===== config.mk =====
export PLATFORM = sky130hd
export DESIGN_NAME = pipeline_ctrl
export DESIGN_NICKNAME = d
export VERILOG_FILES = /design/src/rtl/pipeline_ctrl.sv
export SDC_FILE = /design/constraint.sdc
export NUM_CORES = 1
export LEC_CHECK = 0
export CORE_AREA = 2 2 94 87
export CTS_BUF_LIST = sky130_fd_sc_hd__clkbuf_4 sky130_fd_sc_hd__clkbuf_8 sky130_fd_sc_hd__clkbuf_16
export CTS_CLUSTER_DIAMETER = 120
export DETAILED_ROUTE_END_ITERATION = 10
export DIE_AREA = 0 0 96 89
export GPL_ROUTABILITY_DRIVEN = 0
export PLACE_DENSITY_LB_ADDON = 0.3
export SLEW_MARGIN = 20
export SYNTH_ARGS = -nofsm -noshare
export SYNTH_HDL_FRONTEND = slang
export SYNTH_SLANG_ARGS = --single-unit

===== constraint.sdc =====
create_clock -name i_clk -period 1.5 [get_ports i_clk]
set_input_delay 0.375 -clock i_clk [delete_from_list [all_inputs] [get_ports i_clk]]
set_output_delay 0.375 -clock i_clk [all_outputs]
set_load 0.05 [all_outputs]

===== src/rtl/pipeline_ctrl.sv =====
`default_nettype none
// ============================================================================
// Module   : pipeline_ctrl
// Purpose  : Central sequencer for the 5-stage core (pc, if_id, id_ex, ex_mem,
//            mem_wb). Merges per-stage stall requests into a stall vector,
//            sequences exception/redirect recovery (flush, then steer the pc
//            to the handler address until fetch accepts it) and runs a
//            watchdog over long-lasting stalls.
// Ports    :
//   i_clk             core clock, rising edge
//   i_rst_n           asynchronous reset, active-low
//   i_stallreq_if     fetch waiting on instruction memory
//   i_stallreq_id     load-use hazard in decode
//   i_stallreq_ex     multi-cycle op busy in execute
//   i_stallreq_mem    data memory wait
//   i_excp_req        exception/redirect request from the mem stage
//   i_excp_pc[31:0]   handler/target address, valid with i_excp_req
//   o_stall[5:0]      [0]pc [1]if_id [2]id_ex [3]ex_mem [4]mem_wb [5]always 0
//   o_flush           clear all stage registers
//   o_new_pc[31:0]    redirect address for the pc register
//   o_new_pc_valid    pc must load o_new_pc this cycle
//   o_stall_timeout   one-cycle watchdog expiry pulse
//   o_busy            sequencer is not in RUN
// Revision : 1.0 - initial release
// ============================================================================
module pipeline_ctrl #(
  parameter int FLUSH_CYCLES  = 1,    // 1..15
  parameter int STALL_TIMEOUT = 255   // 1..255
) (
  input  logic        i_clk,
  input  logic        i_rst_n,
  input  logic        i_stallreq_if,
  input  logic        i_stallreq_id,
  input  logic        i_stallreq_ex,
  input  logic        i_stallreq_mem,
  input  logic        i_excp_req,
  input  logic [31:0] i_excp_pc,
  output logic [5:0]  o_stall,
  output logic        o_flush,
  output logic [31:0] o_new_pc,
  output logic        o_new_pc_valid,
  output logic        o_stall_timeout,
  output logic        o_busy
);

  // A stage stall also holds every stage upstream of it.
  localparam logic [5:0] c_MASK_IF   = 6'b000011;
  localparam logic [5:0] c_MASK_ID   = 6'b000111;
  localparam logic [5:0] c_MASK_EX   = 6'b001111;
  localparam logic [5:0] c_MASK_MEM  = 6'b011111;
  localparam logic [3:0] c_FCNT_LAST = 4'(FLUSH_CYCLES - 1);
  localparam logic [7:0] c_SCNT_LAST = 8'(STALL_TIMEOUT - 1);
  localparam logic [7:0] c_SCNT_SAT  = 8'(STALL_TIMEOUT);

  typedef enum logic [1:0] {
    ST_RUN   = 2'd0,
    ST_FLUSH = 2'd1,
    ST_REDIR = 2'd2
  } state_t;

  state_t      r_state;
  logic [3:0]  r_fcnt;
  logic [7:0]  r_scnt;
  logic [31:0] r_new_pc;
  logic        r_flush;
  logic        r_redir;
  logic        r_busy;

  logic [5:0]  w_req_mask;
  logic        w_run;
  logic [5:0]  w_stall;
  logic        w_stalled;
  logic        w_timeout;

  assign w_req_mask = ({6{i_stallreq_if}}  & c_MASK_IF)
                    | ({6{i_stallreq_id}}  & c_MASK_ID)
                    | ({6{i_stallreq_ex}}  & c_MASK_EX)
                    | ({6{i_stallreq_mem}} & c_MASK_MEM);

  assign w_run = (r_state == ST_RUN);

  // Stall is combinational so a request holds the pipeline in the same cycle.
  // Gating with i_rst_n keeps every output at 0 while reset is asserted.
  assign w_stall   = (i_rst_n && w_run) ? w_req_mask : 6'b000000;
  assign w_stalled = |w_stall;
  assign w_timeout = w_stalled && (r_scnt == c_SCNT_LAST);

  // --------------------------------------------------------------------------
  // Recovery sequencer; flag outputs are registered alongside the state.
  // --------------------------------------------------------------------------
  always_ff @(posedge i_clk or negedge i_rst_n) begin
    if (!i_rst_n) begin
      r_state  <= ST_RUN;
      r_fcnt   <= 4'd0;
      r_new_pc <= 32'd0;
      r_flush  <= 1'b0;
      r_redir  <= 1'b0;
      r_busy   <= 1'b0;
    end else begin
      case (r_state)
        ST_RUN: begin
          if (i_excp_req) begin
            r_state  <= ST_FLUSH;
            r_new_pc <= i_excp_pc;
            r_fcnt   <= 4'd0;
            r_flush  <= 1'b1;
            r_busy   <= 1'b1;
          end
        end
        ST_FLUSH: begin
          // All requests, including a new excp_req, are ignored here.
          r_fcnt <= r_fcnt + 4'd1;
          if (r_fcnt == c_FCNT_LAST) begin
            r_state <= ST_REDIR;
            r_flush <= 1'b0;
            r_redir <= 1'b1;
          end
        end
        ST_REDIR: begin
          // Hold the redirect until fetch is able to take the new pc.
          if (!i_stallreq_if) begin
            r_state <= ST_RUN;
            r_redir <= 1'b0;
            r_busy  <= 1'b0;
          end
        end
        default: begin
          r_state <= ST_RUN;
          r_flush <= 1'b0;
          r_redir <= 1'b0;
          r_busy  <= 1'b0;
        end
      endcase
    end
  end

  // --------------------------------------------------------------------------
  // Stall watchdog. Counts consecutive stalled RUN cycles; the counter stops
  // one past the pulse value so exactly one pulse is issued per stall episode.
  // Leaving RUN (excp_req in RUN) clears it.
  // --------------------------------------------------------------------------
  always_ff @(posedge i_clk or negedge i_rst_n) begin
    if (!i_rst_n) begin
      r_scnt <= 8'd0;
    end else if (w_stalled && !i_excp_req) begin
      if (r_scnt != c_SCNT_SAT) begin
        r_scnt <= r_scnt + 8'd1;
      end
    end else begin
      r_scnt <= 8'd0;
    end
  end

  assign o_stall         = w_stall;
  assign o_flush         = r_flush;
  assign o_new_pc        = r_new_pc;
  assign o_new_pc_valid  = r_redir;
  assign o_stall_timeout = w_timeout;
  assign o_busy          = r_busy;

endmodule
`default_nettype wire


==> results.ini <==
[floorplanning]
die_area_um2=8540
die_y_um=89
die_x_um=96
start_util_pct=29.7
coreArea_um2=7470
num_rows=30
boundaryPins=81

[yosys]
synth-edff-count=0
ys_seq_area_share_pct=55.3
yosys_register_bits=49
async_flop_share_pct=100
ys_warn_count=0
ys.flop_type=dfrtp_1
netlist_area_um2=2220
postSynthCellCount=238
avgSynthCellArea_um2=9.32
synth_cell_types=40
syn-num-nets=281

[global_routing]
top_usage_layer=met2
gr-total-overflow=0
use_met2_pct=22.4
antenna_found_initial=0
grt_use_met1_pct=16.5
grt_pass1_wl_mm=9.01
grt_max_degree=50
grt_use_met3_pct=5.06
grtUsageTotal_pct=13.3
grt_pass1_vias=1996

[detailed_routing]
drt-pass1-iter-count=4
drc=0
ant_nets=0
vias=1929
drt_iter0_drc=74
drt_wl_total_mm=5.33
wl_per_cell_um=12.1
viasPerCell=4.37

[min_path]
hold_path.class=primary input to asynchronous set/reset pin

[clock_network]
htree_levels=2
clkTransAtPathRegs_ps=80
cts-root-buf=clkbuf_8
cts_sinks=49
numCtsBuffers=5
clk_latency_ps=280
cts_tree=yes
cts_buffer_depth=2
cts_hold_buf=0

[worst_setup_path]
critPathArrivalTime_ps=1330
worstSetupPathType=flip-flop to primary output
rrSetupSlack_ps=-30
critPathLaunchType=flip-flop
required_ps=1120
timing.rr.start=r_state[1]$_DFFE_PN0P_
end_kind=primary output
crit_fanout=3
ff2ff_path_depth=6
timing.rr.end=r_scnt[5]$_DFFE_PN0P_

[timing]
hold_viol=0
fmax_mhz=587
fin_crit_sh_pct=114
setup_violations=8
finClkSkew_ps=2.84
slew_headroom_pct=58.3
drv_slew=0
holdWs_ps=376
period_minus_slack_ps=1700
setup_tns_ps=-1160
final.setup.worst_slack_ps=-204
worst_pin_slew_ps=626
rsz0062_at_grt=true

[finish]
final_cell_mix=nand2_1 (101), dfrtp_1 (47), buf_12 (39)
antenna_cells=0
instances_no_fill=441
layout_commonest_cell=nand2_1
regArea_um2=1230
nFillCells=659
multi_input_area_um2=971
drive_gt1_share_pct=32.5
nNetsFinal=387
syn_to_final_growth_pct=73.8

[pwr]
leakage_nw=1.83
cellPowerDensity_nw_per_um2=2190
ir_drop_uv=1110

[place]
post-place-cells=428
hpwl_mm=3.83
place.port_buffers=79

[flow_run]
drv_cap=0

[outcome]
violations=setup timing
run_status=finished with violations

==> cells by family after synthesis <==
| group | after synthesis | synth area share (%) |
|---|---|---|
| flip-flops | 49 | 55.3 |
| other | 1 | 0.169 |
| buffers and inverters | 18 | 4.85 |
| XOR/XNOR | 4 | 1.58 |
| AND/OR/NAND/NOR | 140 | 28.7 |
| multiplexers | 2 | 0.959 |
| AO/OA/AOI/OAI | 20 | 6.15 |
| adder cells (fa/ha/maj) | 4 | 2.26 |
==> per-stage QoR <==
stage                     setup slack, ps  power [mW]  area (um2)  utilization (%)
after floorplan                      -215        4.87        2250                -
after global placement               -475        7.53        3650             48.9
after detailed placement             -535        7.58        3650             48.9
after CTS                            -230        8.50        3810             51.0
after global routing                 -278        8.91        3850             51.6
final                                -204        8.43        3850             51.6
==> sequential cells by signal, indices dropped and copies added, names as in the netlist <==
register and count:
o_flush 1, r_state 2, o_new_pc_valid 1, r_fcnt 4
o_busy 1, o_new_pc 32, r_scnt 8
==> cells in the mapped netlist (3+ instances only) <==
cell,instances,area (um2)
nand3_1,3,15.0
inv_1,6,22.5
ha_1,4,50.1
nor2_1,10,37.5
nor2b_1,4,25.0
a22o_1,3,26.3
dfrtp_1,49,1230
o21ai_0,7,35.0
nor2_2,5,31.3
buf_4,6,45.0
nand2_1,101,379
and3_1,3,18.8
==> routing by layer <==
layer / vias to the layer above / share of wire (%) / wire length (um)
met3: 4 / 7.9 / 423
met4: 0 / 0.64 / 34
met2: 54 / 50 / 2660
li1: 962 / - / -
met5: - / 0 / 0
met1: 909 / 42 / 2220
==> power breakdown <==
part / leakage [nW] / total (mW) / internal (mW) / switching (mW)
clock network: 0.0498 / 0.794 / 0.387 / 0.407
logic: 1.17 / 5.23 / 2.48 / 2.75
registers: 0.615 / 2.41 / 1.84 / 0.565
==> cell type report <==
class	count	area share, %
inverter	6	0.584
sequential	49	31.9
timing repair buffer	111	36.9
clock buffer	8	2.37
multi-input combinational	171	25.2
tap	96	3.12
==> worst max-delay path by stage <==
stage | startpoint | endpoint | slack (ps) | cells past startpoint
2_1_floorplan | r_state[1]$_DFFE_PN0P_ | o_stall[2] | -210 | 4
3_3_place_gp | i_stallreq_id | o_stall_timeout | -480 | 6
3_5_place_dp | i_stallreq_id | o_stall_timeout | -540 | 6
4_1_cts | r_state[0]$_DFFE_PN0P_ | o_stall_timeout | -230 | 5
5_1_grt | r_state[1]$_DFFE_PN0P_ | o_stall_timeout | -280 | 5
6_report | r_state[1]$_DFFE_PN0P_ | o_stall_timeout | -200 | 5
==> worst max-delay path, cell delays in order (launching register included) <==
cell,delay [ps]
dfrtp_2,450
nor2_8,120
nand2_4,70
nor2_4,80
and3_4,180
buf_8,140
==> repair_timing <==
item | in CTS | in global routing
setup endpoints to repair | 13 | 44
pin swaps | 6 | 9
gates resized for setup | 24 | 11
buffers inserted | 4 | 1
gates cloned | 0 | 0
(Power assumes the default switching activity.)
